--- src/rtl/io_in_byte_buffer_if.sv ---
// Handshake bundle between the IO input byte stream, the core read port and the buffer.
// Latency: none; this is wiring only.
// Backpressure: io_in_rdy, req_rdy and resp_rdy carry the flow control of each channel.
interface io_in_byte_buffer_if;
    // Byte stream coming from the IO controller
    logic [7:0]  io_in_data;
    logic        io_in_vld;
    logic        io_in_rdy;

    // Core read request channel
    logic        req_vld;
    logic        req_word;
    logic        req_rdy;

    // Read result channel
    logic [31:0] resp_data;
    logic        resp_vld;
    logic        resp_rdy;

    // Buffer side: consumes bytes and requests, produces results
    modport slave (
        input  io_in_data,
        input  io_in_vld,
        output io_in_rdy,
        input  req_vld,
        input  req_word,
        output req_rdy,
        output resp_data,
        output resp_vld,
        input  resp_rdy
    );

    // Environment side: IO controller plus core execution unit
    modport master (
        output io_in_data,
        output io_in_vld,
        input  io_in_rdy,
        output req_vld,
        output req_word,
        input  req_rdy,
        input  resp_data,
        input  resp_vld,
        output resp_rdy
    );
endinterface

--- src/rtl/io_in_byte_buffer.sv ---
// Buffers IO input bytes in a FIFO and serves core byte / little-endian word reads.
// Latency: with data already buffered, resp_vld rises 1 (byte) or 4 (word) cycles after the request handshake.
// Backpressure: io_in_rdy drops when the FIFO is full; an empty FIFO stalls a read; resp held until resp_rdy.
// Optional build macro IO_IN_LEVEL_EN adds the in_level and in_full status outputs.
module io_in_byte_buffer #(
    parameter int DEPTH = 16
) (
    input  logic                     clk,
    input  logic                     rst,
    io_in_byte_buffer_if.slave       bus
`ifdef IO_IN_LEVEL_EN
    ,
    output logic [$clog2(DEPTH):0]   in_level,
    output logic                     in_full
`endif
);

    localparam int PTR_W = $clog2(DEPTH);
    localparam int CNT_W = PTR_W + 1;

    localparam logic [CNT_W-1:0] CNT_FULL = CNT_W'(DEPTH);
    localparam logic [CNT_W-1:0] CNT_ONE  = CNT_W'(1);

    // Read sequencer states
    localparam logic [1:0] ST_IDLE    = 2'd0;
    localparam logic [1:0] ST_COLLECT = 2'd1;
    localparam logic [1:0] ST_RESP    = 2'd2;

    // ------------------------------------------------------------------
    // State
    // ------------------------------------------------------------------
    logic [7:0]       mem_q [DEPTH];
    logic [7:0]       mem_d [DEPTH];
    logic [PTR_W-1:0] wr_ptr_q, wr_ptr_d;
    logic [PTR_W-1:0] rd_ptr_q, rd_ptr_d;
    logic [CNT_W-1:0] count_q, count_d;

    logic [1:0]       state_q, state_d;
    logic [2:0]       need_q, need_d;
    logic [2:0]       idx_q, idx_d;
    logic [31:0]      asm_q, asm_d;

    // Low while reset is held and for the first edge after release, so the
    // ready outputs stay quiet until the block has seen a clean clock edge.
    logic             run_q, run_d;

    // ------------------------------------------------------------------
    // Handshake decode
    // ------------------------------------------------------------------
    logic             io_in_rdy;
    logic             push;
    logic             pop;
    logic             req_fire;
    logic             resp_fire;
    logic [7:0]       pop_byte;

    // Channel handshakes; io_in_rdy uses the pre-pop count so a full FIFO never takes a byte
    always_comb begin
        io_in_rdy = run_q && (count_q != CNT_FULL);
        push      = bus.io_in_vld && io_in_rdy;
        pop       = (state_q == ST_COLLECT) && (count_q != '0);
        req_fire  = run_q && (state_q == ST_IDLE) && bus.req_vld;
        resp_fire = (state_q == ST_RESP) && bus.resp_rdy;
        pop_byte  = mem_q[rd_ptr_q];
    end

    assign bus.io_in_rdy = io_in_rdy;
    assign bus.req_rdy   = run_q && (state_q == ST_IDLE);
    assign bus.resp_vld  = (state_q == ST_RESP);
    assign bus.resp_data = asm_q;

`ifdef IO_IN_LEVEL_EN
    assign in_level = count_q;
    assign in_full  = (count_q == CNT_FULL);
`endif

    // ------------------------------------------------------------------
    // FIFO next state: storage write, wrapping pointers, occupancy
    // ------------------------------------------------------------------
    // Storage and pointer update; pointers wrap naturally at the power-of-two depth
    always_comb begin
        mem_d = mem_q;
        if (push) begin
            mem_d[wr_ptr_q] = bus.io_in_data;
        end

        wr_ptr_d = push ? (wr_ptr_q + PTR_W'(1)) : wr_ptr_q;
        rd_ptr_d = pop  ? (rd_ptr_q + PTR_W'(1)) : rd_ptr_q;

        case ({push, pop})
            2'b10:   count_d = count_q + CNT_ONE;
            2'b01:   count_d = count_q - CNT_ONE;
            default: count_d = count_q;
        endcase
    end

    // ------------------------------------------------------------------
    // Read sequencer: accept request, gather bytes, present result
    // ------------------------------------------------------------------
    // Request sequencing and little-endian byte assembly
    always_comb begin
        state_d = state_q;
        need_d  = need_q;
        idx_d   = idx_q;
        asm_d   = asm_q;
        run_d   = 1'b1;

        case (state_q)
            ST_IDLE: begin
                if (req_fire) begin
                    need_d  = bus.req_word ? 3'd4 : 3'd1;
                    idx_d   = 3'd0;
                    asm_d   = 32'h0;
                    state_d = ST_COLLECT;
                end
            end

            ST_COLLECT: begin
                // An empty FIFO simply stalls here; there is no timeout.
                if (pop) begin
                    asm_d[{idx_q[1:0], 3'b000} +: 8] = pop_byte;
                    idx_d = idx_q + 3'd1;
                    if ((idx_q + 3'd1) == need_q) begin
                        state_d = ST_RESP;
                    end
                end
            end

            ST_RESP: begin
                // asm_q is untouched here, so resp_data holds until the core takes it.
                if (resp_fire) begin
                    state_d = ST_IDLE;
                end
            end

            default: begin
                state_d = ST_IDLE;
            end
        endcase
    end

    // ------------------------------------------------------------------
    // Registers
    // ------------------------------------------------------------------
    // FIFO storage, pointers and occupancy
    always_ff @(posedge clk or posedge rst) begin
        if (rst) begin
            for (int i = 0; i < DEPTH; i++) begin
                mem_q[i] <= 8'h00;
            end
            wr_ptr_q <= '0;
            rd_ptr_q <= '0;
            count_q  <= '0;
        end else begin
            mem_q    <= mem_d;
            wr_ptr_q <= wr_ptr_d;
            rd_ptr_q <= rd_ptr_d;
            count_q  <= count_d;
        end
    end

    // Sequencer state, assembly register and post-reset enable
    always_ff @(posedge clk or posedge rst) begin
        if (rst) begin
            state_q <= ST_IDLE;
            need_q  <= 3'd0;
            idx_q   <= 3'd0;
            asm_q   <= 32'h0;
            run_q   <= 1'b0;
        end else begin
            state_q <= state_d;
            need_q  <= need_d;
            idx_q   <= idx_d;
            asm_q   <= asm_d;
            run_q   <= run_d;
        end
    end

endmodule
--- src/flat_wrapper.sv ---
// flat-port wrapper written by rule: the top's interface ports become plain ports
module io_in_byte_buffer_flat 
#(
    parameter int DEPTH = 16
)
  (clk, rst, bus_io_in_data, bus_io_in_vld, bus_io_in_rdy, bus_req_vld, bus_req_word, bus_req_rdy, bus_resp_data, bus_resp_vld, bus_resp_rdy);
  io_in_byte_buffer_if bus_i ();
  input  logic clk;
  input  logic rst;
  input wire logic [$bits(bus_i.io_in_data)-1:0] bus_io_in_data;
  input wire logic [$bits(bus_i.io_in_vld)-1:0] bus_io_in_vld;
  output wire logic [$bits(bus_i.io_in_rdy)-1:0] bus_io_in_rdy;
  input wire logic [$bits(bus_i.req_vld)-1:0] bus_req_vld;
  input wire logic [$bits(bus_i.req_word)-1:0] bus_req_word;
  output wire logic [$bits(bus_i.req_rdy)-1:0] bus_req_rdy;
  output wire logic [$bits(bus_i.resp_data)-1:0] bus_resp_data;
  output wire logic [$bits(bus_i.resp_vld)-1:0] bus_resp_vld;
  input wire logic [$bits(bus_i.resp_rdy)-1:0] bus_resp_rdy;
  assign bus_i.io_in_data = bus_io_in_data;
  assign bus_i.io_in_vld = bus_io_in_vld;
  assign bus_io_in_rdy = bus_i.io_in_rdy;
  assign bus_i.req_vld = bus_req_vld;
  assign bus_i.req_word = bus_req_word;
  assign bus_req_rdy = bus_i.req_rdy;
  assign bus_resp_data = bus_i.resp_data;
  assign bus_resp_vld = bus_i.resp_vld;
  assign bus_i.resp_rdy = bus_resp_rdy;
  io_in_byte_buffer #(.DEPTH(DEPTH)) u_core (.clk(clk), .rst(rst), .bus(bus_i));
endmodule
--- config.mk ---
export PLATFORM = sky130hd
export DESIGN_NAME = io_in_byte_buffer_flat
export DESIGN_NICKNAME = d
export VERILOG_FILES = /design/src/rtl/io_in_byte_buffer_if.sv /design/src/rtl/io_in_byte_buffer.sv /design/src/flat_wrapper.sv
export SDC_FILE = /design/constraint.sdc
export NUM_CORES = 1
export LEC_CHECK = 0
export BUFFER_PORTS_ARGS = -buffer_cell sky130_fd_sc_hd__clkbuf_2
export CAP_MARGIN = 20
export CORE_UTILIZATION = 40
export DETAILED_ROUTE_END_ITERATION = 12
export GPL_ROUTABILITY_DRIVEN = 0
export SETUP_SLACK_MARGIN = 0.5
export SYNTH_ARGS = -nofsm -noshare
export SYNTH_HDL_FRONTEND = slang
export SYNTH_SLANG_ARGS = --single-unit
--- constraint.sdc ---
create_clock -name clk -period 10.05 [get_ports clk]
set_input_delay 1.005 -clock clk [delete_from_list [all_inputs] [get_ports clk]]
set_output_delay 1.005 -clock clk [all_outputs]
set_load 0.1 [all_outputs]
==> results of run 1 <==
[logic make-up (layout without fill, tap and decap cells)]
logic type,after synthesis,in the layout,share of synthesized area
multiplexers,181,181,0.260
flip-flops,181,181,0.539
AND/OR/NAND/NOR,92,92,0.0696
AO/OA/AOI/OAI,84,84,0.0722
buffers and inverters,44,93,0.0238
XOR/XNOR,15,15,0.0156
adder cells (fa/ha/maj),13,13,0.0194
other,1,1,0.000446
[cells in the mapped netlist (all sizes together) (4+ instances only)]
master | count | share of area
clkbuf | 22 | 0.010
buf | 13 | 0.0098
a22o | 37 | 0.039
mux2i | 30 | 0.036
nand4 | 4 | 0.010
xor2 | 5 | 0.0052
inv | 9 | 0.0040
nor2b | 6 | 0.0045
mux4 | 16 | 0.043
nand2 | 26 | 0.013
a21oi | 7 | 0.0042
dfrtp | 181 | 0.54
nor2 | 22 | 0.013
ha | 13 | 0.019
o21ai | 26 | 0.015
nand3 | 16 | 0.014
mux2 | 135 | 0.18
xnor2 | 10 | 0.010
a221oi | 8 | 0.0083
[power by group through the flow]
stage               Clock (W)  Combinational, W  Sequential [W]
floorplan                   0          0.000926         0.00138
global placement            0           0.00137         0.00122
detailed placement          0           0.00140         0.00124
CTS                  0.000684           0.00141         0.00123
global route         0.000718           0.00150         0.00127
finish               0.000669           0.00140         0.00123
[metrics by stage]
stage	utilization	instance area, um2	cells
floorplan	-	8400	611
global placement	0.433	8840	897
detailed placement	0.433	8840	897
CTS	0.462	9440	929
global route	0.463	9470	930
finish	0.463	9470	930
[per-layer routing]
layer | vias to the layer above | global-route usage
met5 | - | 0
met4 | 0 | 0.0644
met3 | 27 | 0.0497
met2 | 138 | 0.314
met1 | 2659 | 0.232
li1 | 2314 | -
[critical path, cell delays in order (launching register included)]
cell,delay (ns)
dfrtp_1,0.46
or4_4,0.58
o21a_1,0.25
clkbuf_2,0.40
[sequential cells by signal, summed over array words and instances (netlist names)]
| name | cells |
|---|---|
| u_core.bus.resp_data | 32 |
| u_core.count_q | 5 |
| u_core.idx_q | 3 |
| u_core.mem_q | 128 |
| u_core.need_q | 2 |
| u_core.rd_ptr_q | 4 |
| u_core.run_q | 1 |
| u_core.state_q | 2 |
| u_core.wr_ptr_q | 4 |
[final cells by class]
class	instances	area [um2]
Timing Repair Buffer	52	290
Inverter	9	38.8
Clock buffer	18	439
Multi-Input combinational cell	386	3670
Sequential cell	181	4530
Tap cell	270	338
Fill cell	1821	11000
Clock inverter	14	159
[worst max-delay path by stage]
stage	start	end	slack, ns
5_1_grt	u_core.count_q[2]$_DFFE_PP0P_	bus_io_in_rdy	6.85
3_5_place_dp	bus_io_in_vld	u_core.count_q[4]$_DFFE_PP0P_	6.98
6_report	u_core.count_q[1]$_DFFE_PP0P_	bus_io_in_rdy	6.92
4_1_cts	u_core.count_q[1]$_DFFE_PP0P_	bus_io_in_rdy	6.91
2_1_floorplan	rst	u_core.bus.resp_data[0]$_DFFE_PP0P_	4.13
3_3_place_gp	bus_io_in_vld	u_core.count_q[4]$_DFFE_PP0P_	7.05
==> out/metrics.cfg, run 1 <==
[setup_path]
crit_type = reg -> out
r2r_cells = 10
critPathCaptureType = primary output
crit_arrival_ns = 2.12
regToRegEndpoint = u_core.count_q[4]$_DFFE_PP0P_
crit_fanout = 8
r2r_start = u_core.count_q[1]$_DFFE_PP0P_
cp.required_ns = 9.05
reg2reg_setup_slack_ns = 7.11
startpoint_type = flip-flop

[min_path]
hold_class = reg -> reg
min_to = u_core.mem_q[121]$_DFFE_PP0P_
worstHoldStart = u_core.mem_q[121]$_DFFE_PP0P_
worst_hold_path.num_cells = 1

[clock_tree]
post-cts-setup-buffers = 0
cts.sinks = 181
clkTransAtPathRegs_ns = 0.07
holdBufCountCts = 0
insertion_delay_ns = 0.42
cts_tree = yes
cts-root-buf = clkbuf_16
clock_tree.buffer_depth = 2
h-tree-depth = 4
cts_buffers = 17
cts_resized = 0

[flow_run]
drv_cap = 0

[route]
drt_iter0_markers = 296
via_per_inst = 5.52
route.met2.wl_um = 9390
routed.top_layer = met4
drt-met1-wl_um = 8160
avgRoutedWirePerCell_um = 20.4
vias = 5138
wl_met3_um = 930
ant_nets = 0
drc = 0
finalWirelength_um = 18900
firstDrtPassIters = 4

[power]
p_sw_w = 0.00137
ir_worst_vdd_uv = 120
p_total_w = 0.00330
clkPwrFrac = 0.203
swShare = 0.414
p_comb_frac = 0.423
seqPwrFrac = 0.374
leakagePower_nw = 4.40
p_int_w = 0.00193
power_density_mw_per_mm2 = 349

[floorplan]
die_h_um = 147
io_pins = 49
core_area_mm2 = 0.0204
initial_core_util = 0.411
die_x_um = 147
row_count = 52
die_area_mm2 = 0.0216

[timing]
fmax_mhz = 320
min_period_ns = 3.13
rsz0062_at_grt = no
hold_violations = 0
worst_slack_ns = 6.92
slew_headroom = 0.360
hold-worst-slack_ns = 0.490
tightestPinTransition_ns = 0.960
setup_violations = 0
skew_ns = 0.00891
setup_tns_ns = 0
period_share = 0.311
drv_slew = 0

[global_route]
antenna_found_initial = 0
grt_overflow = 0
grt_pass1_vias = 5524
grt_pass1_wl_um = 30800
track_usage = 0.187
grt_max_degree = 101

[placement]
hpwl_um = 13000
dp_slack_ns = 6.98
port_buffers = 48

[final_layout]
drive_gt1_frac = 0.365
final_cell_mix = dfrtp_1, mux2_2, clkbuf_2, a22o_1, mux2i_1
diodes = 0
layout_commonest_cell = dfrtp_1
nets = 674
syn_to_final_growth_pct = 12.7

[logic_synthesis]
synth_cell_types = 44
netlist_area_mm2 = 0.00840
ys_ff_latch = 181
synth_edf_count = 0
synth_area_per_cell_um2 = 13.7
yosysWarnings = 0
ys.flop_type = dfrtp_1
async_reset_ff_frac = 1.00
synth_fp_nets = 638
ys_seq_area_frac = 0.539
syn_inst = 611

[status]
status = finished, final reports clean

Note: power is estimated with default switching activity, not from simulation.
==> inputs of run 2 (changes only) <==
- clock period: 10.05 -> 2.88 ns (I/O delays scaled with it)
==> run 2 against run 1 <==
  * Sequential share of layout area shrank 1.4 points
  * Register-to-register slack lost 6.6 ns
  * Critical path depth grew 7
  * Final cell count grew 2.0%
  * Count of clock-buffer cells in the layout shrank 1
  * Sequential cell count is the same
  * Power grew to 3.6 times the previous value
  * Largest cell class unchanged
  * Wire length grew 1.6%
==> out/metrics.cfg, run 2 (synthesis results as in run 1) <==
[power]
clkPwrFrac = 0.204  ; was 0.203
p_int_w = 0.00711  ; was 0.00193 W
p_sw_w = 0.00486  ; was 0.00137 W
seqPwrFrac = 0.366  ; was 0.374
power_density_mw_per_mm2 = 1230  ; was 349 mW/mm2
ir_worst_vdd_uv = 470  ; was 120 uV
p_comb_frac = 0.430  ; was 0.423
leakagePower_nw = 4.51  ; was 4.40 nW
p_total_w = 0.0120  ; was 0.00330 W
swShare = 0.406  ; was 0.414

[timing]
period_share = 0.831
drv_slew = 0  ; unchanged
tightestPinTransition_ns = 0.802  ; was 0.960 ns
slew_headroom = 0.465  ; was 0.360
hold_violations = 0  ; unchanged
rsz0062_at_grt = yes  ; was no
min_period_ns = 2.39
hold-worst-slack_ns = 0.0662  ; was 0.490 ns
setup_tns_ns = 0  ; unchanged
skew_ns = 0.0117  ; was 0.00891 ns
fmax_mhz = 418
setup_violations = 0  ; unchanged

[setup_path]
critPathCaptureType = flip-flop  ; was primary output
cp.required_ns = 3.24  ; was 9.05 ns
r2r_cells = 10  ; unchanged
crit_type = reg -> reg  ; was reg -> out
crit_arrival_ns = 2.76  ; was 2.12 ns
startpoint_type = flip-flop  ; unchanged
crit_fanout = 5  ; was 8

[route]
via_per_inst = 5.48  ; was 5.52
drt-met1-wl_um = 8890  ; was 8160 um
drc = 0  ; unchanged
vias = 5202  ; was 5138
avgRoutedWirePerCell_um = 20.3  ; was 20.4 um
finalWirelength_um = 19200  ; was 18900 um
route.met2.wl_um = 9660  ; was 9390 um
wl_met3_um = 529  ; was 930 um
firstDrtPassIters = 4  ; unchanged
routed.top_layer = met4  ; unchanged
ant_nets = 0  ; unchanged
drt_iter0_markers = 232  ; was 296

[final_layout]
drive_gt1_frac = 0.406  ; was 0.365
diodes = 0  ; unchanged
syn_to_final_growth_pct = 16.3  ; was 12.7%
post-route-cell-area_mm2 = 0.00977  ; was 0.00947 mm2
largest_reg_flops = 128  ; unchanged
layout_commonest_cell = dfrtp_1  ; unchanged
final_cell_mix = dfrtp_1, mux2_2, clkbuf_2, a22o_1, mux2i_1  ; unchanged
regMostFlops = u_core.mem_q  ; unchanged
nFillCells = 1804  ; was 1821
nets = 693  ; was 674

[placement]
hpwl_um = 13000  ; about the same
dpl_cell_area_mm2 = 0.00898  ; was 0.00884 mm2
port_buffers = 48  ; unchanged

[clock_tree]
clock_tree.buffer_depth = 2  ; unchanged
cts-root-buf = clkbuf_16  ; unchanged
cts.sinks = 181  ; unchanged
cts_tree = yes  ; unchanged
h-tree-depth = 4  ; unchanged
insertion_delay_ns = 0.43  ; was 0.42 ns
clkTransAtPathRegs_ns = 0.07  ; about the same
cts_buffers = 17  ; unchanged

[floorplan]
row_count = 52  ; unchanged
core_area_mm2 = 0.0204  ; unchanged
die_x_um = 147  ; unchanged
io_pins = 49  ; unchanged
die_area_mm2 = 0.0216  ; unchanged
die_h_um = 147  ; unchanged
initial_core_util = 0.411  ; unchanged

[min_path]
hold_class = in -> reg  ; was reg -> reg
worst_hold_path.num_cells = 2  ; was 1

[global_route]
grt_pass1_wl_um = 30900  ; was 30800 um
grt_max_degree = 53  ; was 101
track_usage = 0.189  ; was 0.187
grt_pass1_vias = 5522  ; was 5524
antenna_found_initial = 0  ; unchanged
grt_overflow = 0  ; unchanged

[flow_run]
drv_cap = 0  ; unchanged

[status]
status = finished, final reports clean  ; unchanged

-- run 2: repair_timing --
item	4_1_cts	5_1_grt
hold buffers	1	0
resized for setup	8	16
buffers inserted	7	3
endpoints found under the setup margin	92	85
endpoints found under the hold margin	16	0
pin swaps	5	9
-- run 2: metal layers --
layer,vias to the layer above,global-route usage
met4,0,0.0412
met5,-,0
met1,2752,0.248
met3,14,0.0385
li1,2347,-
met2,89,0.322
-- run 2: layout make-up --
type | instances | area [um2] | area share
timing repair buffer | 71 | 453 | 0.0464
clock inverter | 15 | 191 | 0.0196
multi-input combinational | 386 | 3780 | 0.387
sequential | 181 | 4540 | 0.465
inverter | 9 | 37.5 | 0.00384
tap | 270 | 338 | 0.0346
clock buffer | 17 | 425 | 0.0436
-- run 2: final timing paths --
kind | start | end | slack [ns]
min in group asynchronous | rst | u_core.count_q[4]$_DFFE_PP0P_ | 0.43
min reg2reg | u_core.mem_q[120]$_DFFE_PP0P_ | u_core.mem_q[120]$_DFFE_PP0P_ | 0.49
min | bus_req_word | u_core.need_q[0]$_DFFE_PP0P_ | 0.07
max | u_core.count_q[3]$_DFFE_PP0P_ | u_core.count_q[4]$_DFFE_PP0P_ | 0.49
max reg2reg | u_core.count_q[3]$_DFFE_PP0P_ | u_core.count_q[4]$_DFFE_PP0P_ | 0.49
max in group asynchronous | rst | u_core.rd_ptr_q[0]$_DFFE_PP0P_ | 1.68
-- run 2: worst max-delay path, cell delays in order (launching register included) --
cell and delay, ns:
dfrtp_1 0.40, or4_4 0.56, o21a_4 0.25, nand2_4 0.08, ha_4 0.16, xor2_2 0.17, ha_4 0.20, a211o_1 0.17
nand3_2 0.09, a21oi_2 0.13, xnor2_1 0.12
-- run 2: stage by stage --
stage           util  instances  setup slack [ns]
6_report       0.478        949             0.486
5_1_grt        0.478        949             0.422
3_3_place_gp   0.440        906             0.319
4_1_cts        0.474        946             0.418
3_5_place_dp   0.440        906             0.235
2_1_floorplan      -        611             0.267
-- run 2: power groups by stage --
stage,logic (W),registers (W),clock network [W]
finish,0.00515,0.00438,0.00244
detailed placement,0.00489,0.00441,0
global route,0.00552,0.00451,0.00259
global placement,0.00478,0.00434,0
floorplan,0.00328,0.00483,0
CTS,0.00501,0.00436,0.00248
==> inputs of run 3 (changes only) <==
- clock period: 2.88 -> 2.3 ns (I/O delays scaled with it)
==> run 3 against run 2 <==
  * The run now ends with negative setup slack left
  * Count of clock-buffer cells in the layout is the same
  * Register-to-register slack got worse by 0.62 ns
  * Wire length increased by 8.6%
  * Global-route usage grew 1.5 points
  * Worst hold slack improved by 0.0026 ns
  * Non-clock buffer count up 41
  * Via count up 4.3%
  * First-iteration DRC count is 8.6% higher
  * Critical path type unchanged
  * Largest cell class unchanged
  * Highest routed layer unchanged
==> out/metrics.cfg, run 3 (synthesis results as in run 1) <==
[status]
status = complete, but fails checks  ; was finished, final reports clean
violations = negative setup slack

[final_layout]
drive_gt1_frac = 0.511  ; was 0.406
nets = 734  ; was 693
diodes = 0  ; unchanged
largest_reg_flops = 128  ; unchanged
fin_cells = 990  ; was 949
nFillCells = 1661  ; was 1804
syn_to_final_growth_pct = 31.6  ; was 16.3%
final_cell_mix = dfrtp_1, mux2_4, clkbuf_2, a22o_1, buf_4  ; was dfrtp_1, mux2_2, clkbuf_2, a22o_1, mux2i_1
final_util = 0.541  ; was 0.478
regMostFlops = u_core.mem_q  ; unchanged
layout_commonest_cell = dfrtp_1  ; unchanged

[placement]
dp.cells = 935  ; was 906
port_buffers = 48  ; unchanged
dp_slack_ns = -0.0842  ; was 0.235 ns
hpwl_um = 13700  ; was 13000 um

[min_path]
hold_class = in -> reg  ; unchanged

[clock_tree]
clock_tree.buffer_depth = 2  ; unchanged
cts_tree = yes  ; unchanged
cts-root-buf = clkbuf_16  ; unchanged
clkTransAtPathRegs_ns = 0.08  ; was 0.07 ns
h-tree-depth = 4  ; unchanged
insertion_delay_ns = 0.44  ; was 0.43 ns
cts.sinks = 181  ; unchanged
cts_buffers = 17  ; unchanged

[power]
ir_worst_vdd_uv = 725  ; was 470 uV
p_int_w = 0.0103  ; was 0.00711 W
seqPwrFrac = 0.317  ; was 0.366
swShare = 0.403  ; was 0.406
clkPwrFrac = 0.168  ; was 0.204
p_comb_frac = 0.515  ; was 0.430
power_density_mw_per_mm2 = 1560  ; was 1230 mW/mm2
p_sw_w = 0.00693  ; was 0.00486 W
leakagePower_nw = 5.27  ; was 4.51 nW

[setup_path]
path_cells = or4_4 > o21a_4 > buf_4 > buf_6 > and2_4 > buf_12 > nand4_4 > mux2_4  ; was or4_4 > o21a_4 > nand2_4 > ha_4 > xor2_2 > ha_4 > a211o_1 > nand3_2 > a21oi_2 > xnor2_1
cp_top_family = simple AND/OR/NAND/NOR gates  ; unchanged
cp.required_ns = 2.63  ; was 3.24 ns
crit_type = reg -> reg  ; unchanged
critPathCaptureType = flip-flop  ; unchanged
slowest_stage = or4_4  ; unchanged
startpoint_type = flip-flop  ; unchanged
crit_fanout = 8  ; was 5
crit_arrival_ns = 2.75  ; was 2.76 ns
slowest_delay_ns = 0.57  ; was 0.56 ns
cp_num_buf_inv = 3  ; was 0

[timing]
skew_ns = 0.0153  ; was 0.0117 ns
fmax_mhz = 412  ; was 418 MHz
min_period_ns = 2.43  ; was 2.39 ns
rsz0062_at_grt = yes  ; unchanged
period_share = 1.06  ; was 0.831
setup_tns_ns = -6.70  ; was 0 ns
setup_violations = 67  ; was 0
tightestPinTransition_ns = 0.885  ; was 0.802 ns
hold-worst-slack_ns = 0.0688  ; was 0.0662 ns
hold_violations = 0  ; unchanged
drv_slew = 0  ; unchanged
slew_headroom = 0.410  ; was 0.465
worst_slack_ns = -0.130  ; was 0.486 ns

[route]
avgRoutedWirePerCell_um = 21.1  ; was 20.3 um
ant_nets = 0  ; unchanged
via_per_inst = 5.48  ; about the same
firstDrtPassIters = 4  ; unchanged
wl_met3_um = 942  ; was 529 um
vias = 5424  ; was 5202
routed.top_layer = met4  ; unchanged
drc = 0  ; unchanged
finalWirelength_um = 20900  ; was 19200 um
route.met2.wl_um = 10300  ; was 9660 um
drt-met1-wl_um = 9380  ; was 8890 um
drt_iter0_markers = 252  ; was 232

[floorplan]
core_area_mm2 = 0.0204  ; unchanged
io_pins = 49  ; unchanged
initial_core_util = 0.411  ; unchanged
die_area_mm2 = 0.0216  ; unchanged
die_x_um = 147  ; unchanged
row_count = 52  ; unchanged
die_h_um = 147  ; unchanged

[global_route]
grt_overflow = 0  ; unchanged
track_usage = 0.204  ; was 0.189
grt_max_degree = 37  ; was 53
grt_pass1_wl_um = 33700  ; was 30900 um
grt_pass1_vias = 5814  ; was 5522
antenna_found_initial = 0  ; unchanged

[flow_run]
drv_cap = 0  ; unchanged

-- run 3: changes by cell type in the layout (fill, tap and decap cells not counted), sizes merged, moves of 3 or more --
cell	change
bufinv	-3
clkinv	+6
buf	+38
clkinvlp	-4
-- run 3: what timing repair did --
item,in CTS,in global routing
gates resized for setup,207,27
hold endpoints to repair,26,0
setup endpoints to repair,170,174
buffers inserted,15,4
pin swaps,25,20
gates cloned,1,1
hold buffers,2,0
-- run 3: power groups by stage --
stage	logic, W	registers (W)	clock network [W]
after global routing	0.00940	0.00561	0.00308
after global placement	0.00676	0.00527	0
after detailed placement	0.00690	0.00536	0
after floorplan	0.00427	0.00606	0
after CTS	0.00846	0.00539	0.00295
final	0.00886	0.00546	0.00288
-- run 3: through the flow --
| stage | cell area, um2 | total power, W |
|---|---|---|
| 2_1_floorplan | 8570 | 0.0103 |
| 3_3_place_gp | 9360 | 0.0120 |
| 3_5_place_dp | 9360 | 0.0123 |
| 4_1_cts | 10900 | 0.0168 |
| 5_1_grt | 11100 | 0.0181 |
| 6_report | 11100 | 0.0172 |
-- run 3: layer usage --
metal	vias up	GRT usage
met5	-	0
met4	0	0.0680
met1	2853	0.273
met3	24	0.0410
met2	117	0.332
li1	2430	-
-- run 3: worst register-to-register path: stages, from the launching register on --
cell and delay (ns):
dfrtp_1 0.38, or4_4 0.57, o21a_4 0.26, buf_4 0.14, buf_6 0.11, and2_4 0.16
buf_12 0.15, nand4_4 0.22, mux2_4 0.33
-- run 3: cell type report --
cell class | instances | area [um2] | share of cell area
Sequential cell | 181 | 4530 | 0.410
Multi-Input combinational cell | 386 | 4530 | 0.410
Timing Repair Buffer | 112 | 1020 | 0.0927
Clock buffer | 17 | 425 | 0.0385
Tap cell | 270 | 338 | 0.0306
Clock inverter | 15 | 165 | 0.0149
Inverter | 9 | 37.5 | 0.00340
-- run 3: path summary, 6_finish.rpt --
check / start / end / slack, ns / depth (start not counted)
worst max register to register: u_core.count_q[2]$_DFFE_PP0P_ / u_core.mem_q[5]$_DFFE_PP0P_ / -0.13 / 8
min in group asynchronous: rst / u_core.mem_q[15]$_DFFE_PP0P_ / 0.49 / 3
worst min register to register: u_core.bus.resp_data[2]$_DFFE_PP0P_ / u_core.bus.resp_data[2]$_DFFE_PP0P_ / 0.51 / 1
worst max-delay path: u_core.count_q[2]$_DFFE_PP0P_ / u_core.mem_q[5]$_DFFE_PP0P_ / -0.13 / 8
worst min-delay path: bus_resp_rdy / u_core.state_q[1]$_DFFE_PP0P_ / 0.07 / 3
max in group asynchronous: rst / u_core.mem_q[48]$_DFFE_PP0P_ / 1.17 / 4
